--- src/rtl/cmul_mul_sched.sv ---
`default_nettype none
// ============================================================================
// Module   : cmul_mul_sched
// Brief    : Complex multiply (pr + j*pi) = (ar + j*ai) * (br + j*bi) computed
//            on one shared multi-cycle signed multiplier.
// Revision : 1.0  initial release
// ============================================================================

module cmul_mul_sched #(
    parameter int WIDTH       = 8,
    parameter int MUL_TIMEOUT = 64
) (
    input  logic                      clkin,
    input  logic                      rst_n,
    input  logic                      in_valid,
    output logic                      in_ready,
    input  logic signed [WIDTH-1:0]   ar,
    input  logic signed [WIDTH-1:0]   ai,
    input  logic signed [WIDTH-1:0]   br,
    input  logic signed [WIDTH-1:0]   bi,
    output logic                      out_valid,
    input  logic                      out_ready,
    output logic signed [2*WIDTH:0]   pr,
    output logic signed [2*WIDTH:0]   pi,
    output logic                      mul_start,
    output logic signed [WIDTH-1:0]   mul_a,
    output logic signed [WIDTH-1:0]   mul_b,
    input  logic                      mul_done,
    input  logic signed [2*WIDTH-1:0] mul_product,
    output logic                      busy,
    output logic                      err_timeout
);

    localparam int            PW       = 2*WIDTH + 1;
    localparam int            TW       = (MUL_TIMEOUT > 1) ? $clog2(MUL_TIMEOUT) : 1;
    localparam logic [TW-1:0] TMO_LAST = TW'(MUL_TIMEOUT - 1);

    localparam logic [1:0] S_IDLE  = 2'd0;
    localparam logic [1:0] S_ISSUE = 2'd1;
    localparam logic [1:0] S_WAIT  = 2'd2;
    localparam logic [1:0] S_DONE  = 2'd3;

    logic [1:0]              state_q,  state_d;
    logic signed [WIDTH-1:0] ar_q,     ar_d;
    logic signed [WIDTH-1:0] ai_q,     ai_d;
    logic signed [WIDTH-1:0] br_q,     br_d;
    logic signed [WIDTH-1:0] bi_q,     bi_d;
    logic signed [WIDTH-1:0] mul_a_q,  mul_a_d;
    logic signed [WIDTH-1:0] mul_b_q,  mul_b_d;
    logic signed [PW-1:0]    acc_re_q, acc_re_d;
    logic signed [PW-1:0]    acc_im_q, acc_im_d;
    logic signed [PW-1:0]    pr_q,     pr_d;
    logic signed [PW-1:0]    pi_q,     pi_d;
    logic [1:0]              idx_q,    idx_d;
    logic [TW-1:0]           tcnt_q,   tcnt_d;
    logic                    err_q,    err_d;

    logic signed [PW-1:0]    w_p_ext;
    logic [1:0]              w_nidx;
    logic signed [WIDTH-1:0] w_sel_a;
    logic signed [WIDTH-1:0] w_sel_b;
    logic                    w_tmo;

    assign w_p_ext = {mul_product[2*WIDTH-1], mul_product};
    assign w_nidx  = idx_q + 2'd1;
    assign w_tmo   = (MUL_TIMEOUT != 0) && (tcnt_q == TMO_LAST);

    // Product order: ar*br, ai*bi, ar*bi, ai*br
    always_comb begin
        w_sel_a = ar_q;
        w_sel_b = br_q;
        case (w_nidx)
            2'd0:    begin w_sel_a = ar_q; w_sel_b = br_q; end
            2'd1:    begin w_sel_a = ai_q; w_sel_b = bi_q; end
            2'd2:    begin w_sel_a = ar_q; w_sel_b = bi_q; end
            default: begin w_sel_a = ai_q; w_sel_b = br_q; end
        endcase
    end

    always_ff @(posedge clkin or negedge rst_n) begin
        if (!rst_n) begin
            state_q <= S_IDLE;
        end else begin
            state_q <= state_d;
        end
    end

    always_comb begin
        state_d = state_q;
        case (state_q)
            S_IDLE:  if (in_valid) state_d = S_ISSUE;
            S_ISSUE: state_d = S_WAIT;
            S_WAIT: begin
                if (mul_done) begin
                    state_d = (idx_q == 2'd3) ? S_DONE : S_ISSUE;
                end else if (w_tmo) begin
                    state_d = S_IDLE;
                end
            end
            default: if (out_ready) state_d = S_IDLE;
        endcase
    end

    always_comb begin
        in_ready  = (state_q == S_IDLE);
        mul_start = (state_q == S_ISSUE);
        out_valid = (state_q == S_DONE);
        busy      = (state_q != S_IDLE);
    end

    always_comb begin
        ar_d     = ar_q;
        ai_d     = ai_q;
        br_d     = br_q;
        bi_d     = bi_q;
        mul_a_d  = mul_a_q;
        mul_b_d  = mul_b_q;
        acc_re_d = acc_re_q;
        acc_im_d = acc_im_q;
        pr_d     = pr_q;
        pi_d     = pi_q;
        idx_d    = idx_q;
        tcnt_d   = tcnt_q;
        err_d    = err_q;
        case (state_q)
            S_IDLE: begin
                if (in_valid) begin
                    ar_d     = ar;
                    ai_d     = ai;
                    br_d     = br;
                    bi_d     = bi;
                    mul_a_d  = ar;
                    mul_b_d  = br;
                    acc_re_d = '0;
                    acc_im_d = '0;
                    idx_d    = 2'd0;
                end
            end
            S_ISSUE: tcnt_d = '0;
            S_WAIT: begin
                if (mul_done) begin
                    case (idx_q)
                        2'd0:    acc_re_d = acc_re_q + w_p_ext;
                        2'd1:    acc_re_d = acc_re_q - w_p_ext;
                        default: acc_im_d = acc_im_q + w_p_ext;
                    endcase
                    if (idx_q == 2'd3) begin
                        pr_d = acc_re_q;
                        pi_d = acc_im_q + w_p_ext;
                    end else begin
                        idx_d   = w_nidx;
                        mul_a_d = w_sel_a;
                        mul_b_d = w_sel_b;
                    end
                end else if (w_tmo) begin
                    err_d = 1'b1;
                end else begin
                    tcnt_d = tcnt_q + TW'(1);
                end
            end
            default: ;
        endcase
    end

    always_ff @(posedge clkin or negedge rst_n) begin
        if (!rst_n) begin
            ar_q     <= '0;
            ai_q     <= '0;
            br_q     <= '0;
            bi_q     <= '0;
            mul_a_q  <= '0;
            mul_b_q  <= '0;
            acc_re_q <= '0;
            acc_im_q <= '0;
            pr_q     <= '0;
            pi_q     <= '0;
            idx_q    <= 2'd0;
            tcnt_q   <= '0;
            err_q    <= 1'b0;
        end else begin
            ar_q     <= ar_d;
            ai_q     <= ai_d;
            br_q     <= br_d;
            bi_q     <= bi_d;
            mul_a_q  <= mul_a_d;
            mul_b_q  <= mul_b_d;
            acc_re_q <= acc_re_d;
            acc_im_q <= acc_im_d;
            pr_q     <= pr_d;
            pi_q     <= pi_d;
            idx_q    <= idx_d;
            tcnt_q   <= tcnt_d;
            err_q    <= err_d;
        end
    end

    assign mul_a       = mul_a_q;
    assign mul_b       = mul_b_q;
    assign pr          = pr_q;
    assign pi          = pi_q;
    assign err_timeout = err_q;

endmodule

`default_nettype wire

--- config.mk ---
export PLATFORM = sky130hd
export DESIGN_NAME = cmul_mul_sched
export DESIGN_NICKNAME = d
export VERILOG_FILES = /design/src/rtl/cmul_mul_sched.sv
export SDC_FILE = /design/constraint.sdc
export NUM_CORES = 1
export LEC_CHECK = 0
export ABC_CLOCK_PERIOD_IN_PS = 4850
export CAP_MARGIN = 5
export CORE_MARGIN = 5
export CORE_UTILIZATION = 59
export DETAILED_ROUTE_END_ITERATION = 16
export GPL_ROUTABILITY_DRIVEN = 0
export PLACE_DENSITY = 0.95
export SYNTH_ARGS = -nofsm -noshare
export SYNTH_HDL_FRONTEND = slang
export SYNTH_SLANG_ARGS = --single-unit
--- constraint.sdc ---
create_clock -name clkin -period 4.85 [get_ports clkin]
set_input_delay 1.2125 -clock clkin [delete_from_list [all_inputs] [get_ports clkin]]
set_output_delay 1.2125 -clock clkin [all_outputs]
set_load 0.05 [all_outputs]
# After elaboration in Yosys (flattened, before gate mapping)
# Index checks and enable logic that the tools add are counted.
# word_totals
ff_bits	127
latch_bits	0
mem_bits_rw	0
romBits	0
out_inout_bits	55
word_cells	84
n_memories	0
# classes
addsub	5
n_mul	0
n_div	0
n_lt_le_gt_ge	0
n_eq_ne	16
shifts	0
n_mux	30
bitwise_logic	1
n_reduce_logical	18
# ops
operator	n
17-bit case mux with 2 select lines	3
17-bit 2-to-1 mux	4
8-bit 2-to-1 mux	8
17-bit by 16-bit adder with 17-bit output	2
8-bit case mux with 2 select lines	2
17-bit by 16-bit subtractor with 17-bit output	1
2-bit 2-to-1 mux	8
6-bit 2-to-1 mux	2
2-bit != test, second input constant	6
6-bit case mux with 2 select lines	1
3-bit AND reduction	4
4-bit AND reduction	3
2-bit == test, second input constant	4
6-bit by 1-bit adder with 6-bit output, second input constant	1
2-bit by 1-bit == test with 1-bit output, second input constant	3
6-bit == test, second input constant	1
2-bit logical NOT	3
2-bit case mux with 3 select lines	1
2-bit nonzero test	3
2-bit OR reduction	3
2-bit case mux with 2 select lines	1
4-bit nonzero test	1
3-bit by 1-bit != test with 1-bit output, second input constant	1
3-bit != test, second input constant	1
other kinds (3)	3

# Longest topological paths before layout
# Gate-level depths: netlist of the first run.
# depth
ltp_word	7
ltp_mapped	14

# Worst setup path after synthesis of the first run
# Ideal clock, no wire load.
# synth_path
path_kind	input -> register
from	input mul_product[10]
to	register acc_re_q[16]
setup_ns	0.131
t_arrival_ns	3.375
slack_ns	1.343
cell_stages	11
path_cell_list	or3_1 > nor2_1 > o21bai_1 > nor2_1 > xor2_1 > ha_1 > a21o_1 > a31oi_1 > or3_1 > a31oi_1 > or3_1
# synth_via
elab_chain_len	4
elab_cells_between_ends	5
classes_between	add/sub: 2; mux: 3
# synth_lines
element	line_no	source
start, declared	29	input logic signed [2*WIDTH-1:0] mul_product,
17-bit by 16-bit subtractor with 17-bit output / 17-bit by 16-bit adder with 17-bit output (equally long branches)	144, 143	
17-bit case mux with 2 select lines (*)	142	case (idx_q)
17-bit 2-to-1 mux (*)	141	if (mul_done) begin
17-bit case mux with 2 select lines (*)	125	case (state_q)
end signal, assigned	187	acc_re_q <= acc_re_d;
end, declared	50	logic signed [PW-1:0] acc_re_q, acc_re_d;
# Mark *: on every way between the ends. The rest lies on a longest branch, timed or not. The select of a mux whose other input is x is not followed.
# A chain may end at the register's enable or synchronous reset.

# Final worst setup path of the first run
# layout_path
from	input mul_product[2]
to	register acc_re_q[16]
# The elaborated chain is that of the path after synthesis.

==> reports/metrics.cfg, run 1 <==
[grt]
grt_pass1_wl_um = 29880
grt_overflow = 0
grt_pass1_vias = 6033
track_usage_pct = 25.54
grt_max_degree = 69
antenna_found_initial = 0

[setup_path]
r2r-start = idx_q[0]
crit_start = mul_product[2]
r2r_slack_ns = 0.76
crit_path_end = acc_re_q[16]
cp-end-kind = flip-flop
reg2reg_to = acc_re_q[16]
critical_path_arrival_ns = 4.41
crit_type = in2reg
cp_data_required_time_ns = 5.14
critPathMaxFanout = 7
start_kind = primary input
reg2reg_depth = 12

[outcome]
status = complete, no violations

[detailed_routing]
drtPass1Iterations = 6
drcViolationCount = 0
drt_iter0_markers = 525
ant_nets = 0
drt_wl_total_um = 18090
routed_via_density = 5.893
wl_per_cell_um = 17.58
vias = 6064

[placement]
dp_slack_ns = 0.4105
hpwl_um = 12920
portBuffers = 107
dp_cells = 997

[synth]
ys_types = 63
synth.area.top_cells = dfrtp_1 (43%), mux2_2 (8.4%), ha_1 (7.0%), nand2_1 (4.9%), o21ai_0 (4.6%)
netlist_area_mm2 = 0.007332
ys_ff_latch = 127
synthTopCellsByCount = dfrtp_1 (127), nand2_1 (95), o21ai_0 (67)
yosysSeqAreaShare_pct = 43.34
synthCells = 745
synth_most_common_cell = dfrtp_1
synth_top_area_cell = dfrtp_1
yosys.area.top_type_share_pct = 43.34
syn_nets = 841
synthArstFlopShare_pct = 100.0
synthFlopType = dfrtp_1
syn_avg_cell_area_um2 = 9.842
synth_warnings = 0
synth_edf_count = 0

[worst_hold_path]
hold_path_class = reg2reg

[sta]
final_hold_viol_count = 0
min_period_over_period_pct = 84.82
rsz0062_at_grt = false
worst_slew_pin_slew_ns = 1.139
slew_viol_final = 0
finalSetupViolCount = 0
skew_ns = 0.009753
slew_headroom_pct = 24.01
fmax_ghz = 0.2431
setup_slack_ns = 0.7362
period_needed_ns = 4.114
finalSetupTns_ns = 0

[pwr]
ir_worst_vdd_mv = 0.4744
p_int_w = 0.003446
power.leakage_nw = 4.132
combPwrFrac_pct = 52.3
power_switching_w = 0.002729
p_seq_share_pct = 28.3
clkPwrFrac_pct = 19.4
power.density_mw_per_mm2 = 679.0
p_sw_share_pct = 44.19

[final_layout]
layout.nets = 944
final.fill_count = 828
syn_to_final_growth_pct = 24.03
drive_gt1_share_pct = 11.85
antenna_cells = 0
layout.cells.non_filler = 1029

[clocking]
cts_setup_buffers = 0
cts_tree = built
path_clk_slew_ns = 0.05
htree_num_levels = 4
root_buffer = clkbuf_16
worstSkewPairLatency_ns = 0.43
numCtsBuffers = 17
holdBufCountCts = 0
clockBufferDepth = 2
clkSinkCount = 127
cts_resized = 0

[floorplanning]
start_util_pct = 60.54
die_y_um = 121.5
ios = 108
dieArea_mm2 = 0.01476
rows = 40
dieWidth_um = 121.5
coreArea_mm2 = 0.01211

[job]
drv_cap = 0

## worst min-delay path by stage
stage	cells past startpoint	slack, ns	startpoint	end
2_1_floorplan	2	0.45	acc_re_q[0]	acc_re_q[0]
3_3_place_gp	2	0.45	err_timeout	err_timeout
3_5_place_dp	2	0.47	pi[16]	pi[16]
4_1_cts	2	0.48	pi[16]	pi[16]
5_1_grt	2	0.51	acc_im_q[5]	acc_im_q[5]
6_report	2	0.48	err_timeout	err_timeout
## stage by stage
| stage | area (µm²) | util, % | total power (W) | hold WS (ns) |
|---|---|---|---|---|
| 2_1_floorplan | 7332 | - | 0.004086 | 0.4485 |
| 3_3_place_gp | 8536 | 70.48 | 0.004826 | 0.4475 |
| 3_5_place_dp | 8536 | 70.48 | 0.004944 | 0.4707 |
| 4_1_cts | 9094 | 75.08 | 0.006182 | 0.4826 |
| 5_1_grt | 9094 | 75.08 | 0.006575 | 0.5053 |
| 6_report | 9094 | 75.08 | 0.006175 | 0.4826 |
## area by class of cell
| type | instances | area, µm² | share of cell area (%) |
|---|---|---|---|
| clock inverter | 14 | 118.9 | 1.307 |
| tap | 168 | 210.2 | 2.312 |
| timing repair buffer | 113 | 1114 | 12.25 |
| multi-input combinational | 566 | 3948 | 43.41 |
| inverter | 23 | 86.33 | 0.9494 |
| clock buffer | 18 | 439.2 | 4.829 |
| sequential | 127 | 3178 | 34.95 |
## cells in the final DEF (no fill, tap or decap), drive strengths merged, types with 3 or more instances in the layout
cell type,n
inv,24
nor3,7
nand2,95
clkdlybuf4s50,106
a21o,17
a31oi,7
o211ai,8
a211oi,5
buf,7
nor2b,5
a21oi,47
o21bai,6
ha,41
clkinv,10
nor2,56
dfrtp,127
mux2,55
nand3b,3
nand2b,3
xor2,13
a22o,9
nand3,10
or3,4
o31ai,5
o21ai,75
nand4,3
o21a,4
clkbuf,18
xnor2,23
and3,9
mux2i,22
## kinds of logic (layout without fill, tap and decap cells)
group / after synthesis / after routing / synth area share [%]
and+or+nand+nor: 204 / 204 / 12.46
AOI/OAI and AO/OA: 205 / 205 / 17.59
xor gates and xnor gates: 37 / 37 / 4.727
muxes: 77 / 77 / 11.45
adders and majority gates: 43 / 43 / 7.543
DFF: 127 / 127 / 43.34
buffers and inverters: 52 / 168 / 2.884
## power by group through the flow
stage          Combinational [W]  Sequential, W  Clock (W)
5_1_grt                  0.00351        0.00180    0.00126
3_3_place_gp             0.00310        0.00173          0
6_report                 0.00323        0.00175    0.00120
3_5_place_dp             0.00319        0.00175          0
2_1_floorplan            0.00193        0.00215          0
4_1_cts                  0.00322        0.00175    0.00121
## sequential cells by signal, summed over array words and instances, names as in the netlist
signal,count
pr,17
idx_q,2
state_q,2
tcnt_q,6
ai_q,8
bi_q,8
acc_im_q,17
mul_b,8
mul_a,8
err_timeout,1
pi,17
ar_q,8
br_q,8
acc_re_q,17
## routing by layer
metal / track usage (%) / share of wire (%) / wire length, µm / vias to the layer above
li1: - / - / - / 2879
met1: 31.01 / 41 / 7358 / 2933
met2: 43.83 / 50 / 9030 / 211
met3: 7.273 / 7.1 / 1291 / 41
met4: 8.193 / 2.2 / 405 / 0
met5: 0 / 0 / 0 / -
## critical path, stage by stage
cell and delay (ns):
clkdlybuf4s50_1 0.64, nor3_2 0.09, a31oi_1 0.31, o21bai_1 0.23, nor2_1 0.10, xor2_1 0.15
ha_1 0.42, a21o_1 0.19, a31oi_1 0.18, and3_1 0.21, mux2i_1 0.15, a31oi_1 0.11
or3_1 0.42
No activity file was read; power rests on OpenSTA's default activity.
==> inputs of run 2 (changes only) <==
ABC_CLOCK_PERIOD_IN_PS = 4100   (was 4850)
CORE_UTILIZATION = 55   (was 59)
PLACE_DENSITY = 0.9   (was 0.95)
clock period = 4.1 ns   (was 4.85 ns; I/O delays follow)
==> reports/metrics.cfg, run 2 (synthesis gave the netlist of run 1 again) <==
[outcome]
status = complete, no violations

[detailed_routing]
ant_nets = 0
vias = 6173
drt_iter0_markers = 466
routed_via_density = 5.857
drtPass1Iterations = 6
drcViolationCount = 0
wl_per_cell_um = 17.34
drt_wl_total_um = 18280

[final_layout]
layout_commonest_cell = dfrtp_1
final_util_pct = 70.84
design_area_mm2 = 0.009306
syn_to_final_growth_pct = 26.93
antenna_cells = 0
final_cell_mix = dfrtp_1 (127), clkdlybuf4s50_1 (106), nand2_1 (95)
drive_gt1_share_pct = 13.55
layout.nets = 961

[placement]
hpwl_um = 12810
place_area_mm2 = 0.008686
portBuffers = 107

[clocking]
root_buffer = clkbuf_16
worstSkewPairLatency_ns = 0.43
htree_num_levels = 4
path_clk_slew_ns = 0.06
clockBufferDepth = 2
cts_setup_buffers = 0
clkSinkCount = 127
cts_tree = built
cts_resized = 0
holdBufCountCts = 0
numCtsBuffers = 17

[sta]
worst_slew_pin_slew_ns = 0.9839
skew_ns = 0.01018
slew_viol_final = 0
slew_headroom_pct = 33.97
min_period_over_period_pct = 91.10
finalSetupTns_ns = 0
rsz0062_at_grt = false
period_needed_ns = 3.735
finalSetupViolCount = 0
fmax_ghz = 0.2677
final_hold_viol_count = 0

[grt]
track_usage_pct = 24.07
grt_overflow = 0
grt_pass1_vias = 6484
grt_pass1_wl_um = 30810
antenna_found_initial = 0
grt_max_degree = 72

[floorplanning]
dieWidth_um = 125.5
coreArea_mm2 = 0.01314
start_util_pct = 55.81
dieArea_mm2 = 0.01574
rows = 42
die_y_um = 125.5
ios = 108

[pwr]
combPwrFrac_pct = 52.0
clkPwrFrac_pct = 20.9
p_int_w = 0.004264
power.density_mw_per_mm2 = 809.1
power_switching_w = 0.003266
p_seq_share_pct = 27.1
power.leakage_nw = 4.244
ir_worst_vdd_mv = 0.5653
power_w = 0.007529
p_sw_share_pct = 43.37

[setup_path]
cp-end-kind = flip-flop
r2r_slack_ns = 0.76
start_kind = primary input
crit_type = in2reg
cp_data_required_time_ns = 4.40
critPathMaxFanout = 5
critical_path_arrival_ns = 4.03

[worst_hold_path]
hold_path_class = reg2reg

[job]
drv_cap = 0

-- run 2: cell types whose count changed in the layout (fill, tap and decap cells not counted) --
cell | previous run | this run
buf_12 | 0 | 1
clkinv_4 | 4 | 6
bufinv_16 | 1 | 3
clkinvlp_4 | 2 | 1
inv_6 | 1 | 3
clkinv_2 | 6 | 1
buf_4 | 7 | 23
-- run 2: layer usage --
| metal | vias up | GRT usage (%) | share of wire, % |
|---|---|---|---|
| met5 | - | 0 | 0 |
| met3 | 49 | 8.145 | 8.1 |
| met1 | 2998 | 27.32 | 39 |
| li1 | 2907 | - | - |
| met4 | 0 | 10.01 | 2.7 |
| met2 | 219 | 41.50 | 50 |
-- run 2: worst max-delay path, cell delays in order --
cell	delay [ns]
clkdlybuf4s50_1	0.50
nor3_2	0.27
a31oi_1	0.18
o21bai_1	0.25
nor2_1	0.15
xor2_1	0.17
ha_1	0.30
a21o_1	0.20
a31oi_1	0.31
or3_1	0.18
a31oi_1	0.08
or3_1	0.42
-- run 2: through the flow --
| step | hold slack, ns | instances | setup WS, ns |
|---|---|---|---|
| after floorplan | 0.4485 | 745 | 0.7809 |
| after global placement | 0.4548 | 1022 | 0.1066 |
| after detailed placement | 0.4673 | 1022 | 0.002812 |
| after CTS | 0.4840 | 1054 | 0.3958 |
| after global routing | 0.5094 | 1054 | 0.1727 |
| final | 0.4807 | 1054 | 0.3649 |
-- run 2: final timing paths --
check                                    end  cells after the start      startpoint
worst max-delay path            acc_re_q[16]                     12  mul_product[3]
worst min-delay path                  pi[13]                      2          pi[13]
worst max register to register  acc_re_q[16]                     13        idx_q[1]
worst min register to register        pi[13]                      2          pi[13]
max in group asynchronous           mul_b[2]                      2           rst_n
min in group asynchronous       acc_re_q[12]                      1           rst_n
-- run 2: power by group through the flow --
| stage | Sequential, W | Combinational [W] | Clock [W] |
|---|---|---|---|
| CTS | 0.00204 | 0.00392 | 0.00160 |
| global placement | 0.00202 | 0.00375 | 0 |
| detailed placement | 0.00204 | 0.00386 | 0 |
| global route | 0.00210 | 0.00427 | 0.00166 |
| floorplan | 0.00255 | 0.00229 | 0 |
| finish | 0.00204 | 0.00392 | 0.00157 |
-- run 2: cell type report --
cell class              count  area (µm²)
repair buffers            130        1254
flip-flops and latches    127        3178
fillers                   937        3831
clock buffers              18       439.2
well taps                 176       220.2
clock inverters            14       181.4
multi-input cells         566        3948
inverters                  23       86.33
==> inputs of run 3 (changes only) <==
CAP_MARGIN = 20   (was 5)
SETUP_SLACK_MARGIN = 0.05   (was not set)
==> results of run 3 <==
No change in the layout: final DEF, timing and power equal those of run 2.
